[src/rtl/mem_port_arbiter_pkg.sv]
// Shared types for the memory port arbiter: FSM state encoding and owner codes.
package mem_port_arbiter_pkg;

  typedef enum logic [1:0] {
    ST_IDLE   = 2'd0,
    ST_ACCESS = 2'd1,
    ST_RESP   = 2'd2
  } state_e;

  localparam logic OWN_IF = 1'b0;
  localparam logic OWN_LS = 1'b1;

endpackage

[src/rtl/mem_port_arbiter_select.sv]
// Winner selection between IF and LS. LS has priority, but an LS burst counter
// hands the port to a waiting IF after MAX_LS_BURST consecutive LS grants.
module mem_arb_select #(
  parameter int MAX_LS_BURST = 4
) (
  input  logic clk,
  input  logic rst,
  input  logic if_req,
  input  logic ls_req,
  input  logic arb_en,
  output logic grant_valid,
  output logic grant_ls
);

  localparam int BW = $clog2(MAX_LS_BURST + 1);

  logic [BW-1:0] ls_burst_q;
  logic [BW-1:0] ls_burst_d;
  logic          burst_full;

  assign burst_full = (ls_burst_q == BW'(MAX_LS_BURST));

  always_comb begin
    grant_valid = arb_en & (if_req | ls_req);
    grant_ls    = grant_valid & ls_req & (~if_req | ~burst_full);
    ls_burst_d  = ls_burst_q;
    if (arb_en) begin
      // Only LS wins that actually made IF wait count towards the burst.
      if (!if_req) begin
        ls_burst_d = '0;
      end else if (grant_valid && !grant_ls) begin
        ls_burst_d = '0;
      end else if (grant_ls && !burst_full) begin
        ls_burst_d = ls_burst_q + 1'b1;
      end
    end
  end

  always_ff @(posedge clk or posedge rst) begin
    if (rst) begin
      ls_burst_q <= '0;
    end else begin
      ls_burst_q <= ls_burst_d;
    end
  end

endmodule

[src/rtl/mem_port_arbiter.sv]
// Shares one synchronous single-port memory between instruction fetch and
// load/store: arbitrate, hold the access for WAIT_CYCLES, capture data, ack.
module mem_port_arbiter
  import mem_port_arbiter_pkg::*;
#(
  parameter int ADDR_W       = 32,
  parameter int DATA_W       = 32,
  parameter int WAIT_CYCLES  = 1,
  parameter int MAX_LS_BURST = 4
) (
  input  logic                clk,
  input  logic                rst,
  input  logic                if_req,
  input  logic [ADDR_W-1:0]   if_addr,
  output logic [DATA_W-1:0]   if_rdata,
  output logic                if_ack,
  input  logic                ls_req,
  input  logic                ls_we,
  input  logic [DATA_W/8-1:0] ls_be,
  input  logic [ADDR_W-1:0]   ls_addr,
  input  logic [DATA_W-1:0]   ls_wdata,
  output logic [DATA_W-1:0]   ls_rdata,
  output logic                ls_ack,
  output logic                mem_en,
  output logic [DATA_W/8-1:0] mem_we,
  output logic [ADDR_W-1:0]   mem_addr,
  output logic [DATA_W-1:0]   mem_wdata,
  input  logic [DATA_W-1:0]   mem_rdata,
  output logic                busy,
  output logic                owner
);

  localparam int WW = (WAIT_CYCLES > 1) ? $clog2(WAIT_CYCLES) : 1;

  state_e                state_q, state_d;
  logic [WW-1:0]         wait_q, wait_d;
  logic                  owner_q, owner_d;
  logic                  store_q, store_d;
  logic [ADDR_W-1:0]     addr_q, addr_d;
  logic [DATA_W-1:0]     wdata_q, wdata_d;
  logic [DATA_W/8-1:0]   be_q, be_d;
  logic [DATA_W-1:0]     if_rdata_q, if_rdata_d;
  logic [DATA_W-1:0]     ls_rdata_q, ls_rdata_d;
  logic                  grant_valid;
  logic                  grant_ls;

  mem_arb_select #(
    .MAX_LS_BURST(MAX_LS_BURST)
  ) u_select (
    .clk        (clk),
    .rst        (rst),
    .if_req     (if_req),
    .ls_req     (ls_req),
    .arb_en     (state_q == ST_IDLE),
    .grant_valid(grant_valid),
    .grant_ls   (grant_ls)
  );

  always_comb begin
    state_d    = state_q;
    wait_d     = wait_q;
    owner_d    = owner_q;
    store_d    = store_q;
    addr_d     = addr_q;
    wdata_d    = wdata_q;
    be_d       = be_q;
    if_rdata_d = if_rdata_q;
    ls_rdata_d = ls_rdata_q;
    case (state_q)
      ST_IDLE: begin
        if (grant_valid) begin
          state_d = ST_ACCESS;
          owner_d = grant_ls ? OWN_LS : OWN_IF;
          store_d = grant_ls & ls_we;
          addr_d  = grant_ls ? ls_addr : if_addr;
          wdata_d = grant_ls ? ls_wdata : '0;
          be_d    = grant_ls ? ls_be : '0;
          wait_d  = WW'(WAIT_CYCLES - 1);
        end
      end
      ST_ACCESS: begin
        if (wait_q == '0) begin
          // Stores never disturb either requester's last read data.
          if (!store_q) begin
            if (owner_q == OWN_LS) ls_rdata_d = mem_rdata;
            else                   if_rdata_d = mem_rdata;
          end
          state_d = ST_RESP;
        end else begin
          wait_d = wait_q - 1'b1;
        end
      end
      ST_RESP: state_d = ST_IDLE;
      default: state_d = ST_IDLE;
    endcase
  end

  always_ff @(posedge clk or posedge rst) begin
    if (rst) begin
      state_q    <= ST_IDLE;
      wait_q     <= '0;
      owner_q    <= OWN_IF;
      store_q    <= 1'b0;
      addr_q     <= '0;
      wdata_q    <= '0;
      be_q       <= '0;
      if_rdata_q <= '0;
      ls_rdata_q <= '0;
    end else begin
      state_q    <= state_d;
      wait_q     <= wait_d;
      owner_q    <= owner_d;
      store_q    <= store_d;
      addr_q     <= addr_d;
      wdata_q    <= wdata_d;
      be_q       <= be_d;
      if_rdata_q <= if_rdata_d;
      ls_rdata_q <= ls_rdata_d;
    end
  end

  assign mem_en    = (state_q == ST_ACCESS);
  assign mem_we    = (mem_en && store_q) ? be_q : '0;
  assign mem_addr  = addr_q;
  assign mem_wdata = wdata_q;
  assign if_ack    = (state_q == ST_RESP) && (owner_q == OWN_IF);
  assign ls_ack    = (state_q == ST_RESP) && (owner_q == OWN_LS);
  assign if_rdata  = if_rdata_q;
  assign ls_rdata  = ls_rdata_q;
  assign busy      = (state_q != ST_IDLE);
  assign owner     = owner_q;

endmodule

[config.mk]
export PLATFORM = sky130hd
export DESIGN_NAME = mem_port_arbiter
export DESIGN_NICKNAME = d
export VERILOG_FILES = /design/src/rtl/mem_port_arbiter_pkg.sv /design/src/rtl/mem_port_arbiter_select.sv /design/src/rtl/mem_port_arbiter.sv
export SDC_FILE = /design/constraint.sdc
export NUM_CORES = 1
export LEC_CHECK = 0
export CORE_UTILIZATION = 44
export DETAILED_ROUTE_END_ITERATION = 10
export GPL_ROUTABILITY_DRIVEN = 0
export PLACE_DENSITY = 0.83
export SYNTH_ARGS = -nofsm -noshare
export SYNTH_HDL_FRONTEND = slang
export SYNTH_SLANG_ARGS = --single-unit
[constraint.sdc]
create_clock -name clk -period 11.99 [get_ports clk]
set_clock_uncertainty 0.05 [all_clocks]
set_input_delay 3.597 -clock clk [delete_from_list [all_inputs] [get_ports clk]]
set_output_delay 3.597 -clock clk [all_outputs]
set_load 0.005 [all_outputs]
==> run metrics <==
Routed Wire Length 15900 µm; DRT Pass-1 Iters 4; CTS tree done; Slowest Stage Delay on Critical Path 0.88 ns; startpoint types input pin; Top Ports 274; initial antenna violation count 0; CTS Root Cell clkbuf_16; count of cell types in the netlist 35; fmax 171 MHz; Antenna Nets Post-Route 0; Die ar. 13400 µm²; Critical Path Start ls_req; crit path kind in2reg; Syn Nets 564; core area 12600 µm²; clock slew at reported path FFs 0.06 ns; vias per inst 5.30; min Tclk post-route 5.86 ns; Area Growth Syn to Fin 60.1%; first-pass GRT wire length 24200 µm; R2R setup slack 9.45 ns; Main synth FF type dfrtp_1; vias in the first global route 4763; worst reg2reg endpoint mem_addr[29]$_DFFE_PP0P_; Hold Crit Class reg2reg; max cap viols 0; Rows 41; CTS hold repair buffers 0; Seq/Total Area, Yosys 60.9%; slowest cell on the critical path nand2_1; Fillers 874; Post-synth EDFFs 0; H-tree Lvls 4; synthesized netlist cell count 425; final net count 828; # diodes 0; Initial Util 45.3%; Tightest Pin Transition 1.23 ns; status finished, final reports clean; Final setup viols 0; clock sink count 139; crit path buf inv count 1; number of buffers created by CTS 17; final hold violation count 0; YS warnings 0; Cell Area, Placed 8530 µm²; WL/cell 18.2 µm; ys async rst share 100%; Tot GR Track Use 23.7%; syn_area_per_cell 13.4 µm²; WP data arrival 6.09 ns; DR vias 4635; post-DP HPWL 11100 µm; Power Density 264 nW/µm²; Clock Path Buffers 2; Crit Path Max Fanout 39; data required time at the worst endpoint 12.22 ns; Power Internal 1.70 mW; Clock Latency Late Sink 0.40 ns; pre-CTS setup slack 5.78 ns; combinational share of power 42.7%; crit path to be_q[3]$_DFFE_PP0P_; Fin Setup TNS 0 ns; final setup margin 6.13 ns; grt total ovfl 0; Reg2Reg Launch Point u_select.ls_burst_q[0]$_DFFE_PP0P_; Mapped Area 5710 µm²; crit share post-route 48.9%; # DRC 0; Seq cells post-synth 139; Max Transition Viols Final 0; Sequential Power Share 35.3%; cell chain of the critical path clkdlybuf4s50_1, or2_2, nand2_1, a22o_1; Worst setup EP type register; VDD IR max 0.137 mV; die height 116 µm; die width 116 µm; path depth of the worst reg2reg path 6; 1st-iter DRT viols 309; IO buf count 273; pin count of the biggest net entering global routing 80; leak pwr 3.85 nW; CP delay by family, top simple AND/OR/NAND/NOR gates; Post-CTS Resized 0; Net Sw Frac 29.7%; Design Area, Final 9140 µm²; Slew HR 17.7%; CP Depth 4; setup repair after global routing missed its margin false; WHS 0.437 ns; share of cells above drive strength 1 15.2%; Clk pwr share 22.0%; Setup Fix Bufs, Post-CTS 0; P_sw 0.717 mW
## worst min path at each step
stage                                   from  depth (start not counted)                  endpoint  slack [ns]
floorplan                be_q[0]$_DFFE_PP0P_                          1       be_q[0]$_DFFE_PP0P_        0.41
global placement    if_rdata[27]$_DFFE_PP0P_                          1  if_rdata[27]$_DFFE_PP0P_        0.42
detailed placement  if_rdata[27]$_DFFE_PP0P_                          1  if_rdata[27]$_DFFE_PP0P_        0.43
CTS                 if_rdata[27]$_DFFE_PP0P_                          1  if_rdata[27]$_DFFE_PP0P_        0.44
global route        if_rdata[27]$_DFFE_PP0P_                          1  if_rdata[27]$_DFFE_PP0P_        0.45
finish              if_rdata[27]$_DFFE_PP0P_                          1  if_rdata[27]$_DFFE_PP0P_        0.44
## synthesized netlist by cell type, types with 4 or more instances
| cell | n | area share [%] |
|---|---|---|
| a21boi_0 | 7 | 0.92 |
| buf_4 | 4 | 0.53 |
| a221o_1 | 7 | 1.2 |
| and3_1 | 5 | 0.55 |
| o211ai_1 | 25 | 3.3 |
| clkbuf_1 | 17 | 1.1 |
| o21ai_0 | 25 | 2.2 |
| inv_1 | 30 | 2.0 |
| buf_2 | 9 | 0.79 |
| dfrtp_1 | 139 | 61 |
| mux2_2 | 61 | 12 |
| o2111ai_1 | 25 | 3.8 |
| a22o_1 | 37 | 5.7 |
## area by class of cell
class | instances | area [µm²] | share of cell area, %
Sequential cell | 139 | 3480 | 38.1
Timing Repair Buffer | 279 | 2780 | 30.4
Clock inverter | 13 | 166 | 1.82
Multi-Input combinational cell | 220 | 1940 | 21.2
Tap cell | 172 | 215 | 2.35
Inverter | 32 | 125 | 1.37
Clock buffer | 19 | 443 | 4.85
## logic make-up (layout without fill, tap and decap cells)
logic type               Yosys count  after routing  share of synthesized area, %
AO/OA/AOI/OAI                    132            132                          18.0
adder cells (fa/ha/maj)            2              2                         0.438
buffers and inverters             66            343                          5.19
flip-flops                       139            139                          60.9
multiplexers                      64             64                          12.6
AND/OR/NAND/NOR                   22             22                          2.83
## stage by stage
stage	utilization [%]	cells	total power [mW]
after floorplan	-	425	1.28
after global placement	67.6	842	1.85
after detailed placement	67.6	842	1.89
after CTS	72.4	874	2.44
after global routing	72.4	874	2.55
final	72.4	874	2.42
## placed cells by master (no fill, tap or decap), types with 3 or more instances in the layout
master           instances
buf_4                    6
o211ai_1                25
a21boi_0                 7
a22o_1                  37
bufinv_16                3
mux2_1                   3
a221o_1                  7
mux2_2                  61
and3_1                   5
clkdlybuf4s50_1        273
clkinv_4                 3
o2111ai_1               25
o21ai_0                 25
clkinv_2                 3
nand2_1                  3
dfrtp_1                139
inv_1                   29
clkbuf_16               17
## power by group through the flow
stage	Sequential, mW	Clock (mW)	Combinational [mW]
2_1_floorplan	0.850	0	0.427
3_3_place_gp	0.845	0	1.00
3_5_place_dp	0.850	0	1.04
4_1_cts	0.853	0.545	1.04
5_1_grt	0.880	0.565	1.11
6_report	0.852	0.532	1.03
## routing by layer
| layer | GRT usage [%] | up-vias | wire, µm |
|---|---|---|---|
| met4 | 10.0 | 0 | 369 |
| met5 | 0 | - | 0 |
| met1 | 29.0 | 2264 | 6370 |
| met2 | 40.2 | 233 | 7940 |
| li1 | - | 2111 | - |
| met3 | 5.81 | 27 | 1200 |
## sequential cells by signal, summed over array words and instances (netlist names)
register / flops
mem_addr: 32
u_select.ls_burst_q: 3
if_rdata: 32
mem_wdata: 32
state_q: 2
store_q: 1
be_q: 4
owner: 1
ls_rdata: 32
Power figures use the tool's default switching activity.
